### src/rtl/cdb_arbiter_if.sv
// Result-writeback bus between the two producers, the CDB arbiter and the reorder buffer.
// Producers assert xValid with index/value for one cycle per result and must stop once xFull is seen
// (one slot of slack covers a one-cycle-late reaction); the CDB side has no ready, cdbValid marks each result once.
interface cdb_arbiter_if #(
  parameter int ROB_WIDTH = 4
);
  logic                 aluValid;
  logic [ROB_WIDTH-1:0] aluRobIndex;
  logic [31:0]          aluValue;
  logic                 aluFull;
  logic                 lsbValid;
  logic [ROB_WIDTH-1:0] lsbRobIndex;
  logic [31:0]          lsbValue;
  logic                 lsbFull;
  logic                 cdbValid;
  logic [ROB_WIDTH-1:0] cdbRobIndex;
  logic [31:0]          cdbValue;
  logic                 cdbSrc;
  logic                 dropError;

  modport master (
    output aluValid, aluRobIndex, aluValue, lsbValid, lsbRobIndex, lsbValue,
    input  aluFull, lsbFull, cdbValid, cdbRobIndex, cdbValue, cdbSrc, dropError
  );

  modport slave (
    input  aluValid, aluRobIndex, aluValue, lsbValid, lsbRobIndex, lsbValue,
    output aluFull, lsbFull, cdbValid, cdbRobIndex, cdbValue, cdbSrc, dropError
  );
endinterface

### src/rtl/cdb_arbiter.sv
// Two per-source result FIFOs (0 = ALU, 1 = LSB) feeding a registered common data bus
// through a round-robin arbiter; clearIn flushes everything in flight.
module cdb_arbiter #(
  parameter int ROB_WIDTH  = 4,
  parameter int FIFO_WIDTH = 2,
  localparam int FIFO_DEPTH = 2 ** FIFO_WIDTH
) (
  input  logic          clockIn,
  input  logic          resetIn,
  input  logic          clearIn,
  cdb_arbiter_if.slave  bus
);
  localparam int ENTRY_WIDTH = ROB_WIDTH + 32;
  localparam logic [FIFO_WIDTH:0]   CNT_FULL   = (FIFO_WIDTH + 1)'(FIFO_DEPTH);
  localparam logic [FIFO_WIDTH:0]   CNT_ALMOST = (FIFO_WIDTH + 1)'(FIFO_DEPTH - 1);
  localparam logic [FIFO_WIDTH:0]   CNT_ONE    = (FIFO_WIDTH + 1)'(1);
  localparam logic [FIFO_WIDTH-1:0] PTR_ONE    = FIFO_WIDTH'(1);

  typedef logic [ENTRY_WIDTH-1:0] entry_t;

  entry_t                fifoMem [2][FIFO_DEPTH];
  logic [FIFO_WIDTH-1:0] head    [2];
  logic [FIFO_WIDTH-1:0] tail    [2];
  logic [FIFO_WIDTH:0]   count   [2];
  logic                  lastGrant;

  logic                  pushReq  [2];
  entry_t                pushData [2];
  logic                  nonEmpty [2];
  logic                  doPush   [2];
  logic                  doPop    [2];
  logic                  grantValid;
  logic                  grantSrc;

  logic                  cdbValidQ;
  logic [ROB_WIDTH-1:0]  cdbRobIndexQ;
  logic [31:0]           cdbValueQ;
  logic                  cdbSrcQ;
  logic                  dropErrorQ;

  // Arbitration looks only at registered FIFO state, so a fresh push is never bypassed onto the CDB.
  always_comb begin
    pushReq[0]  = bus.aluValid;
    pushData[0] = {bus.aluRobIndex, bus.aluValue};
    pushReq[1]  = bus.lsbValid;
    pushData[1] = {bus.lsbRobIndex, bus.lsbValue};
    for (int i = 0; i < 2; i++) begin
      nonEmpty[i] = (count[i] != '0);
      doPush[i]   = pushReq[i] && (count[i] < CNT_FULL);
    end
    grantValid = nonEmpty[0] || nonEmpty[1];
    grantSrc   = 1'b0;
    if (nonEmpty[0] && nonEmpty[1]) grantSrc = ~lastGrant;
    else if (nonEmpty[1])           grantSrc = 1'b1;
    doPop[0] = grantValid && !grantSrc;
    doPop[1] = grantValid && grantSrc;
  end

  always_ff @(posedge clockIn) begin
    if (resetIn) begin
      for (int i = 0; i < 2; i++) begin
        head[i]  <= '0;
        tail[i]  <= '0;
        count[i] <= '0;
      end
      cdbValidQ    <= 1'b0;
      cdbRobIndexQ <= '0;
      cdbValueQ    <= '0;
      cdbSrcQ      <= 1'b0;
      lastGrant    <= 1'b1;
      dropErrorQ   <= 1'b0;
    end else if (clearIn) begin
      for (int i = 0; i < 2; i++) begin
        head[i]  <= '0;
        tail[i]  <= '0;
        count[i] <= '0;
      end
      cdbValidQ <= 1'b0;
      lastGrant <= 1'b1;
    end else begin
      for (int i = 0; i < 2; i++) begin
        if (doPush[i]) begin
          fifoMem[i][tail[i]] <= pushData[i];
          tail[i]             <= tail[i] + PTR_ONE;
        end
        if (doPop[i]) head[i] <= head[i] + PTR_ONE;
        case ({doPush[i], doPop[i]})
          2'b10:   count[i] <= count[i] + CNT_ONE;
          2'b01:   count[i] <= count[i] - CNT_ONE;
          default: count[i] <= count[i];
        endcase
        if (pushReq[i] && !doPush[i]) dropErrorQ <= 1'b1;
      end
      cdbValidQ <= grantValid;
      if (grantValid) begin
        {cdbRobIndexQ, cdbValueQ} <= fifoMem[grantSrc][head[grantSrc]];
        cdbSrcQ                   <= grantSrc;
        lastGrant                 <= grantSrc;
      end
    end
  end

  assign bus.aluFull     = (count[0] >= CNT_ALMOST);
  assign bus.lsbFull     = (count[1] >= CNT_ALMOST);
  assign bus.cdbValid    = cdbValidQ;
  assign bus.cdbRobIndex = cdbRobIndexQ;
  assign bus.cdbValue    = cdbValueQ;
  assign bus.cdbSrc      = cdbSrcQ;
  assign bus.dropError   = dropErrorQ;
endmodule

### src/flat_wrapper.sv
// flat-port wrapper written by rule: the top's interface ports become plain ports
module cdb_arbiter_flat 
#(
  parameter int ROB_WIDTH  = 4,
  parameter int FIFO_WIDTH = 2,
  localparam int FIFO_DEPTH = 2 ** FIFO_WIDTH
)
  (clockIn, resetIn, clearIn, bus_aluValid, bus_aluRobIndex, bus_aluValue, bus_lsbValid, bus_lsbRobIndex, bus_lsbValue, bus_aluFull, bus_lsbFull, bus_cdbValid, bus_cdbRobIndex, bus_cdbValue, bus_cdbSrc, bus_dropError);
  cdb_arbiter_if #(.ROB_WIDTH(ROB_WIDTH)) bus_i ();
  input  logic clockIn;
  input  logic resetIn;
  input  logic clearIn;
  input wire logic [$bits(bus_i.aluValid)-1:0] bus_aluValid;
  input wire logic [$bits(bus_i.aluRobIndex)-1:0] bus_aluRobIndex;
  input wire logic [$bits(bus_i.aluValue)-1:0] bus_aluValue;
  input wire logic [$bits(bus_i.lsbValid)-1:0] bus_lsbValid;
  input wire logic [$bits(bus_i.lsbRobIndex)-1:0] bus_lsbRobIndex;
  input wire logic [$bits(bus_i.lsbValue)-1:0] bus_lsbValue;
  output wire logic [$bits(bus_i.aluFull)-1:0] bus_aluFull;
  output wire logic [$bits(bus_i.lsbFull)-1:0] bus_lsbFull;
  output wire logic [$bits(bus_i.cdbValid)-1:0] bus_cdbValid;
  output wire logic [$bits(bus_i.cdbRobIndex)-1:0] bus_cdbRobIndex;
  output wire logic [$bits(bus_i.cdbValue)-1:0] bus_cdbValue;
  output wire logic [$bits(bus_i.cdbSrc)-1:0] bus_cdbSrc;
  output wire logic [$bits(bus_i.dropError)-1:0] bus_dropError;
  assign bus_i.aluValid = bus_aluValid;
  assign bus_i.aluRobIndex = bus_aluRobIndex;
  assign bus_i.aluValue = bus_aluValue;
  assign bus_i.lsbValid = bus_lsbValid;
  assign bus_i.lsbRobIndex = bus_lsbRobIndex;
  assign bus_i.lsbValue = bus_lsbValue;
  assign bus_aluFull = bus_i.aluFull;
  assign bus_lsbFull = bus_i.lsbFull;
  assign bus_cdbValid = bus_i.cdbValid;
  assign bus_cdbRobIndex = bus_i.cdbRobIndex;
  assign bus_cdbValue = bus_i.cdbValue;
  assign bus_cdbSrc = bus_i.cdbSrc;
  assign bus_dropError = bus_i.dropError;
  cdb_arbiter #(.ROB_WIDTH(ROB_WIDTH), .FIFO_WIDTH(FIFO_WIDTH)) u_core (.clockIn(clockIn), .resetIn(resetIn), .clearIn(clearIn), .bus(bus_i));
endmodule
### config.mk
export PLATFORM = sky130hd
export DESIGN_NAME = cdb_arbiter_flat
export DESIGN_NICKNAME = d
export VERILOG_FILES = /design/src/rtl/cdb_arbiter_if.sv /design/src/rtl/cdb_arbiter.sv /design/src/flat_wrapper.sv
export SDC_FILE = /design/constraint.sdc
export NUM_CORES = 1
export LEC_CHECK = 0
export CAP_MARGIN = 15
export CORE_MARGIN = 10
export CORE_UTILIZATION = 50
export DETAILED_ROUTE_END_ITERATION = 12
export PLACE_DENSITY = 0.82
export REMOVE_ABC_BUFFERS = 1
export SYNTH_ARGS = -nofsm -noshare
export SYNTH_HDL_FRONTEND = slang
export SYNTH_SLANG_ARGS = --single-unit
export TNS_END_PERCENT = 1
### constraint.sdc
create_clock -name clockIn -period 3 [get_ports clockIn]
set_input_delay 0.3 -clock clockIn [delete_from_list [all_inputs] [get_ports clockIn]]
set_output_delay 0.3 -clock clockIn [all_outputs]
set_load 0.005 [all_outputs]
==> results.tsv, run 1 <==
stage	metric	value	unit
worst_setup_path	Worst setup EP type	flop	
synth	Mapped Cells	818	
sta	Final Hold Fails	0	
floorplanning	row count	61	
detailed_routing	wire per inst	24.3	µm
clocking	CTS Sinks	342	
clocking	H-tree Lvls	2	
sta	Max Clock Skew	0.0139	ns
detailed_routing	Initial DRC Count	696	
worst_setup_path	Worst Setup Path Type	flop to flop	
worst_setup_path	crit-path max cell delay	0.41	ns
layout	share of cells above drive strength 1	0.204	
placed_design	worst slack at placement	0.558	ns
power_and_ir_drop	Pleak	5.78	nW
detailed_routing	Post-route DRC	0	
placed_design	PortBufs	117	
sta	Total Neg Setup Slack	0	ns
layout	Multi-input gate area	3850	µm²
synth	#FFs+latches synth	342	
clocking	Clk Latency, worst-skew pair	0.52	ns
clocking	TritonCTS clock tree	done	
floorplanning	CORE AREA	27800	µm²
synth	most frequent cell after synthesis	edfxtp_1	
floorplanning	Ports	118	
clocking	cts hold-fix bufs	0	
detailed_routing	Via Count	7778	
worst_setup_path	most used cell, CP	ha_1	
worst_setup_path	Worst Path Arrival	2.62	ns
worst_setup_path	Crit path required time	3.17	ns
layout	final net count	1051	
clocking	Reg clk slew, reported paths	0.06	ns
global_routing	initial antenna violation count	0	
power_and_ir_drop	VDD IR-drop max	0.580	mV
sta	Slew Viols, Final	0	
floorplanning	Initial Util	0.505	
clocking	# resized after CTS	0	
floorplanning	die area	35200	µm²
global_routing	GR Util All Layers	0.183	
synth	Synth top cells by count	edfxtp_1 (302), mux2i_1 (110), mux2_2 (44)	
worst_setup_path	Crit path buffers/inverters	4	
worst_setup_path	crit path max fanout	36	
sta	unrepaired setup endpoints after global routing	no	
job	max_cap viols	0	
sta	final setup fails	0	
sta	min Tclk post-route	2.44	ns
worst_setup_path	slowest CP cell	edfxtp_1	
detailed_routing	Post-Route WL	33000	µm
detailed_routing	Via density	5.71	
synth	synthesized area	14000	µm²
placed_design	post-DP HPWL	20200	µm
synth	sequential area share after synthesis	0.703	
sta	Worst Tran Pin Value	1.08	ns
status	status	completed	
global_routing	largest net degree at the start of global routing	55	
synth	Post-synth ARST share	0	
synth	average size of a mapped cell	17.2	µm²
layout	Register Area	9870	µm²
layout	P&R area growth vs syn	20.0	%
synth	synth top area cells	edfxtp_1 (65%), mux2i_1 (7.8%), dfxtp_1 (5.7%), mux2_2 (3.5%), mux2_4 (3.0%)	
clocking	CTS root buffer	clkbuf_16	
layout	# fillers	2025	
clocking	number of post-CTS setup repair buffers	0	
floorplanning	Die Wd	188	µm
power_and_ir_drop	Pwr Density	878	nW/µm²
sta	final setup margin	0.556	ns
min_path	HP Class	primary input to flop	
detailed_routing	DRT antenna net count	0	
placed_design	RD Place Congestion	0.766	
sta	fin crit share	0.815	
synth	Unique masters post-synth	51	
clocking	CTS Buf Count	36	
global_routing	GRT overflow	0	
worst_setup_path	critical-path cell list	inv_1 -> ha_1 -> nor2b_2 -> buf_4 -> nor2_4 -> buf_12 -> inv_2 -> ha_1 -> nor2_1 -> o21ai_0	
synth	Yosys warnings	0	
sta	Max Freq	409	MHz
floorplanning	die height	188	µm
detailed_routing	First-pass DRT Iterations	5	
layout	ANT cells	0	
synth	Yosys top cell by area	edfxtp_1	
worst_setup_path	crit start category	flop	
synth	EDFF count, synth	302	
worst_setup_path	kind of cell adding the most delay to the critical path	buffers and inverters	
global_routing	vias in the first global route	8365	
synth	ys flop type	edfxtp_1	
power_and_ir_drop	Total Power	14.8	mW
sta	Slew Limit Headroom	0.282	
clocking	Clock Tree Buf Depth	3	
synth	area fraction of the dominant cell type after synthesis	0.646	
global_routing	global-route wire length before repair	49900	µm
[stage by stage]
step            util  area [µm²]  hold slack (ns)  std cells
6_report       0.606       16800            0.404       1361
5_1_grt        0.606       16800            0.405       1361
4_1_cts        0.606       16800            0.390       1361
3_5_place_dp   0.568       15800            0.473       1298
3_3_place_gp   0.568       15800            0.474       1298
2_1_floorplan      -       13800            0.372        769
[state kept, by name, indices dropped and copies added, names as in the netlist]
register / cells
u_core.bus.dropError: 1
u_core.lastGrant: 1
u_core.bus.cdbRobIndex: 4
u_core.tail: 4
u_core.head: 4
u_core.fifoMem: 288
u_core.bus.cdbSrc: 1
u_core.bus.cdbValue: 32
u_core.bus.cdbValid: 1
u_core.count: 6
[power breakdown]
group | internal, mW | switching, mW | total [mW] | leakage, nW
registers | 5.63 | 0.340 | 5.97 | 3.09
clock network | 2.31 | 1.72 | 4.03 | 0.508
logic | 2.33 | 2.45 | 4.78 | 2.18
total | 10.3 | 4.52 | 14.8 | 5.78
[cell families after synthesis]
kind of cell | count (synthesis) | share of synthesized area
AOI/OAI and AO/OA | 144 | 0.0864
muxes | 182 | 0.144
adders and majority gates | 16 | 0.0148
and+or+nand+nor | 63 | 0.0241
buffers and inverters | 65 | 0.0246
xor gates and xnor gates | 6 | 0.00374
DFF | 342 | 0.703
[final timing paths]
kind,from,end,slack [ns],depth (start not counted)
hold reg to reg,u_core.bus.dropError$_SDFFE_PP0P_,u_core.bus.dropError$_SDFFE_PP0P_,0.49,2
hold / removal,bus_aluRobIndex[1],u_core.fifoMem[0][33]$_DFFE_PP_,0.40,1
setup / recovery,u_core.count[1][0]$_DFFE_PP_,u_core.count[1][0]$_DFFE_PP_,0.56,10
setup reg to reg,u_core.count[1][0]$_DFFE_PP_,u_core.count[1][0]$_DFFE_PP_,0.56,10
[routing by layer]
metal / vias to the layer above / part of all wire / GRT usage
met5: - / 0 / 0
met4: 0 / 0.022 / 0.0582
met3: 46 / 0.069 / 0.0404
met2: 327 / 0.49 / 0.309
met1: 3909 / 0.42 / 0.229
li1: 3496 / - / -
[cells in the final DEF, fill, tap and decap left out, types with 6 or more instances in the layout]
cell             netlist  routed
edfxtp_1             302     302
clkdlybuf4s50_1        0     117
mux2i_1              110     110
mux2_2                44      44
dfxtp_1               40      40
a21oi_1               38      38
clkbuf_16              0      36
mux2_4                28      28
buf_4                  4      25
nor2_1                19      19
nor2b_1               18      18
a211oi_1              18      18
o22ai_1               17      17
o211a_1               17      17
a211oi_2              17      17
ha_1                  15      15
a221oi_2              14      14
inv_1                 13      13
clkbuf_1              16      13
buf_12                 1       9
and3_2                 0       8
nand2_1                7       7
clkinv_1               1       6
[final cells by class]
type / instances / area share
inverters: 16 / 0.00357
well taps: 378 / 0.0281
flip-flops and latches: 342 / 0.586
repair buffers: 151 / 0.0914
clock buffers: 49 / 0.0564
clock inverters: 14 / 0.00646
multi-input cells: 411 / 0.228
(Power assumes the default switching activity.)
==> run 2: changes to the inputs <==
Clock period 3 ns to 2.4 ns, I/O delays scaled along.
==> run 2 against run 1 <==
  * Clock-buffer cell count down 2
  * Final area up 1.6%
  * Non-clock buffer count up 16
  * Register-to-register slack lost 0.49 ns
  * Hold slack got worse by 0.050 ns
  * Via count grew 2.4%
  * Global-route usage about the same
  * Critical endpoint is now bus_lsbFull
  * Largest power group unchanged
==> results.tsv, run 2 (synthesis results as in run 1) <==
stage	metric	value	unit
status	status	completed	
sta	fin crit share	0.976	
global_routing	global-route wire length before repair	50100	µm
clocking	cts hold-fix bufs	0	
placed_design	post-DP HPWL	20800	µm
global_routing	vias in the first global route	8362	
worst_setup_path	Worst R2R Setup Slack	0.07	ns
sta	Final Hold Fails	0	
floorplanning	row count	61	
worst_setup_path	Worst Path Arrival	2.10	ns
clocking	Reg clk slew, reported paths	0.06	ns
power_and_ir_drop	Pwr Density	1110	nW/µm²
detailed_routing	First-pass DRT Iterations	5	
min_path	Hold Path Cell Cnt	1	
worst_setup_path	worst reg2reg startpoint	u_core.count[1][0]$_DFFE_PP_	
placed_design	dpl cell area	15900	µm²
floorplanning	CORE AREA	27800	µm²
sta	final setup fails	0	
global_routing	GR Util All Layers	0.183	
layout	# fillers	2023	
worst_setup_path	crit start category	flop	
power_and_ir_drop	Pleak	5.93	nW
worst_setup_path	Crit path required time	2.16	ns
placed_design	worst slack at placement	0.0104	ns
job	max_cap viols	0	
sta	final setup margin	0.0575	ns
layout	Layout Utilization	0.616	
detailed_routing	Initial DRC Count	682	
sta	Slew Limit Headroom	0.462	
floorplanning	die area	35200	µm²
clocking	H-tree Lvls	2	
worst_setup_path	Worst setup EP type	primary output	
clocking	Clk Latency, worst-skew pair	0.52	ns
floorplanning	Ports	118	
detailed_routing	Via Count	7967	
detailed_routing	Post-route DRC	0	
layout	max reg flops	288	
clocking	Clock Tree Buf Depth	3	
clocking	CTS Buf Count	36	
global_routing	GRT overflow	0	
worst_setup_path	crit path max fanout	3	
detailed_routing	Via density	5.78	
min_path	Worst Hold Launch	bus_aluValue[25]	
detailed_routing	DRT antenna net count	0	
min_path	HP Class	primary input to flop	
sta	Worst Tran Pin Value	0.808	ns
floorplanning	Die Wd	188	µm
sta	min Tclk post-route	2.34	ns
clocking	CTS root buffer	clkbuf_16	
sta	Slew Viols, Final	0	
layout	share of cells above drive strength 1	0.230	
worst_setup_path	R2R cell count	8	
floorplanning	die height	188	µm
detailed_routing	wire per inst	24.0	µm
clocking	TritonCTS clock tree	done	
layout	final net count	1067	
layout	Design Area, Final	17100	µm²
worst_setup_path	Critical Path Source	u_core.count[1][0]$_DFFE_PP_	
clocking	CTS Sinks	342	
layout	commonest non-fill, non-tap cell in the layout	edfxtp_1	
placed_design	RD Place Congestion	0.792	
global_routing	largest net degree at the start of global routing	45	
sta	Max Clock Skew	0.0142	ns
sta	Max Freq	427	MHz
placed_design	PortBufs	117	
min_path	worst-case hold path end point	u_core.fifoMem[0][133]$_DFFE_PP_	
global_routing	initial antenna violation count	1	
worst_setup_path	Worst Setup Path Type	flop to primary output	
layout	commonest cells after routing, fill and taps aside	edfxtp_1 (302), clkdlybuf4s50_1 (117), mux2i_1 (110)	
worst_setup_path	RR Endpoint	u_core.bus.cdbValue[24]$_SDFFE_PP0P_	
power_and_ir_drop	VDD IR-drop max	0.770	mV
floorplanning	Initial Util	0.505	
layout	P&R area growth vs syn	21.9	%
detailed_routing	Post-Route WL	33000	µm
-- run 2: changes by cell type in the layout (fill, tap and decap cells not counted), moves of 2 or more --
cell	change
buf_12	+5
ha_1	-2
clkinvlp_4	-2
clkbuf_8	+5
ha_2	+2
buf_4	+11
clkbuf_1	-7
inv_2	+2
clkinv_1	+2
inv_1	-2
-- run 2: worst max-delay path by stage --
stage	endpoint	slack, ns
2_1_floorplan	u_core.count[1][0]$_DFFE_PP_	-0.84
3_3_place_gp	u_core.count[0][2]$_SDFFCE_PP0P_	0.09
3_5_place_dp	u_core.count[0][2]$_SDFFCE_PP0P_	0.01
4_1_cts	u_core.bus.cdbValue[24]$_SDFFE_PP0P_	0.02
5_1_grt	u_core.count[0][2]$_SDFFCE_PP0P_	-0.007
6_report	bus_lsbFull	0.06
-- run 2: final cells by class --
type / count / area [µm²] / share of cell area
sequential: 342 / 9870 / 0.577
multi-input combinational: 411 / 3870 / 0.226
timing repair buffer: 167 / 1720 / 0.101
clock buffer: 47 / 992 / 0.0580
tap: 378 / 473 / 0.0276
clock inverter: 17 / 124 / 0.00724
inverter: 16 / 60.1 / 0.00351
antenna: 1 / 2.50 / 0.000146
-- run 2: metal layers --
layer	GRT usage	wire length, µm
met1	0.235	13700
met2	0.307	16400
met3	0.0365	2230
met4	0.0563	743
met5	0	0
-- run 2: stage by stage --
step                      TNS [ns]  power, mW  instances  hold WS [ns]
after floorplan             -25.53       11.3        769         0.312
after global placement           0       13.6       1311         0.495
after detailed placement         0       13.8       1311         0.509
after CTS                        0       19.0       1375         0.339
after global routing      -0.00682       19.8       1378         0.352
final                            0       19.0       1379         0.354
-- run 2: timing repair --
item                                    CTS  global route
buffers inserted                          0             3
pin swaps                                 0             3
hold endpoints to repair                  0             0
endpoints found under the setup margin    1            32
gates resized for setup                   1             8
-- run 2: power breakdown --
| group | internal, mW | total, mW | switching (mW) | leakage [nW] |
|---|---|---|---|---|
| clock | 3.03 | 5.23 | 2.20 | 0.551 |
| combinational | 3.11 | 6.33 | 3.22 | 2.29 |
| sequential | 7.04 | 7.45 | 0.408 | 3.09 |
-- run 2: worst max-delay path: stages (launching register included) --
cell,delay (ns)
edfxtp_1,0.44
ha_1,0.25
ha_1,0.19
nor2_1,0.07
o21ai_0,0.15
clkdlybuf4s50_1,0.49
==> run 3: changes to the inputs <==
Settings changed: CAP_MARGIN 15 to 20, CTS_CLUSTER_DIAMETER set to 120.
==> results of run 3 <==
Final layout, timing and power as in run 2 (identical DEF).
==> edit: new RTL, settings of run 1 <==
`FIFO_WIDTH` is set to 2 in 2 places; all go to 3.
--- a/src/rtl/cdb_arbiter.sv
+++ b/src/rtl/cdb_arbiter.sv
@@ -4,3 +4,3 @@
   parameter int ROB_WIDTH  = 4,
-  parameter int FIFO_WIDTH = 2,
+  parameter int FIFO_WIDTH = 3,
   localparam int FIFO_DEPTH = 2 ** FIFO_WIDTH
--- a/src/flat_wrapper.sv
+++ b/src/flat_wrapper.sv
@@ -4,3 +4,3 @@
   parameter int ROB_WIDTH  = 4,
-  parameter int FIFO_WIDTH = 2,
+  parameter int FIFO_WIDTH = 3,
   localparam int FIFO_DEPTH = 2 ** FIFO_WIDTH
Behaviour: same outputs for any inputs over 4 cycles, from zero or initial values and one cycle with resetIn high; that may be too few to reach the edited logic, so the function may still have changed.
==> edit against run 1 <==
Core utilization shrank 0.89 points. Final cell count grew 69%. Total power grew 72%. Sequential cell count grew 294. Routed wire length grew 87%. Combinational power grew 48%. Final area grew 75%. Critical path depth grew 2. First-iteration DRC count grew 120%. Worst hold slack lost 0.012 ns. Synthesized area grew 78%. Worst setup slack lost 0.33 ns. Critical endpoint is now u_core.count[0][2].
==> edit: results (changes against run 1) <==
stage,metric,value,unit,change
status,outcome,completed,,unchanged
critical_path,worst-r2r-setup-slack,0.22,ns,was 0.56 ns
worst_hold_path,min_path_cells,2,,was 1
cells_and_area,stdcell_count,2296,,was 1361
synth,ys_top_cells_by_count,"edfxtp_1, mux2i_1, nand2_1",,"was edfxtp_1, mux2i_1, mux2_2"
critical_path,reg2reg_depth,12,,was 10
clock_tree,insertion_delay,0.63,ns,was 0.52 ns
timing,period_minus_slack,2.775,ns,was 2.444 ns
cells_and_area,drive_gt1_share,15.61,%,was 20.45%
synth,ys_seq_area_share,74.71,%,was 70.28%
drt,postRouteWirelength,61870,µm,was 33010 µm
die,core,49250,µm²,was 27780 µm²
global_routing,grtUsageTotal,20.42,%,was 18.26%
synth,synth.area.top_cells,"edfxtp_1, mux2i_1, mux4_2",,"was edfxtp_1, mux2i_1, dfxtp_1"
synth,async_reset_ff_share,0,%,unchanged
timing,relSlewSlack,27.89,%,was 28.20%
place,place_congestion,0.8193,,was 0.7660
timing,fin_skew,0.01244,ns,was 0.01395 ns
global_routing,grt_pass1_wl,92100,µm,was 49860 µm
place,dp_slack,0.2930,ns,was 0.5585 ns
synth,synth_cell_type_count,45,,was 51
clock_tree,cts_buffers,59,,was 36
critical_path,cp_max_fo,5,,was 36
clock_tree,ctsResizeCount,0,,unchanged
critical_path,endpoint,u_core.count[0][2],,was u_core.count[1][0]
power,peakVddDrop,0.6095,mV,was 0.5805 mV
clock_tree,cts_setup_buffers,0,,unchanged
clock_tree,htree_levels,2,,unchanged
die,row_count,81,,was 61
cells_and_area,nFillCells,3466,,was 2025
cells_and_area,largest_register_ffs,576,,was 288
synth,synth_fa_ha_area_share,0.4999,%,was 1.479%
cells_and_area,nets,1663,,was 1051
synth,synth_compound_area_share,4.919,%,was 8.642%
synth,yosys.area_share.xor_xnor,0.3499,%,was 0.3742%
synth,syn_inst,1417,,was 818
synth,synth_edf_count,596,,was 302
critical_path,crit_arrival,3.15,ns,was 2.62 ns
clock_tree,cts_buffer_depth,3,,unchanged
drt,vias,14153,,was 7778
global_routing,grt_pass1_vias,14780,,was 8365
critical_path,crit_family,simple AND/OR/NAND/NOR gates,,was buffers and inverters
global_routing,antenna_found_initial,8,,was 0
drt,first_pass_iters,6,,was 5
place,place_inst,2179,,was 1298
global_routing,grt_max_degree,77,,was 55
drt,initialDrtViolationCount,1565,,was 696
place,hpwl,37940,µm,was 20210 µm
cells_and_area,stdcell_area,29430,µm²,was 16850 µm²
critical_path,cp_slowest_stage_delay,0.44,ns,was 0.41 ns
synth,synth_mux_area_share,12.72,%,was 14.36%
power,leakagePower,9.376,nW,was 5.780 nW
place,dpl_cell_area,27400,µm²,was 15790 µm²
edit: area by class of cell:
class | count | area share [%]
flip-flops and latches | 636 | 63.54
multi-input cells | 683 | 20.33
repair buffers | 185 | 6.267
clock buffers | 85 | 5.727
well taps | 664 | 2.823
clock inverters | 27 | 1.131
inverters | 11 | 0.1403
diodes | 5 | 0.04252
edit: metal layers:
metal / vias to the layer above / routed length (µm) / track usage, %
li1: 5984 / - / -
met1: 7168 / 22850 / 25.29
met2: 852 / 30870 / 33.89
met3: 141 / 6103 / 4.858
met4: 8 / 1995 / 8.639
met5: - / 50 / 0
edit: worst reg2reg max path: stages (launching register included):
cell	delay, ns
edfxtp_1	0.44
inv_1	0.09
ha_1	0.17
or3b_4	0.41
a21oi_2	0.17
ha_1	0.24
nand2_1	0.09
xnor2_1	0.14
ha_1	0.22
nor3b_1	0.26
a21oi_1	0.10
xor2_1	0.14
nor2_1	0.06
edit: worst min path at each step:
| stage | to | slack (ns) | startpoint |
|---|---|---|---|
| floorplan | u_core.bus.cdbSrc | 0.37 | resetIn |
| global placement | u_core.bus.dropError | 0.46 | u_core.bus.dropError |
| detailed placement | u_core.bus.dropError | 0.47 | u_core.bus.dropError |
| CTS | u_core.fifoMem[0][286] | 0.37 | bus_aluRobIndex[2] |
| global route | u_core.fifoMem[0][187] | 0.39 | bus_aluValue[7] |
| finish | u_core.bus.dropError | 0.39 | resetIn |
edit: power breakdown:
| part | switching (mW) | internal [mW] | leakage (nW) |
|---|---|---|---|
| Combinational | 4.19 | 2.91 | 2.64 |
| Sequential | 0.439 | 10.1 | 5.74 |
| Clock | 3.22 | 4.51 | 0.989 |
| Total | 7.85 | 17.5 | 9.38 |
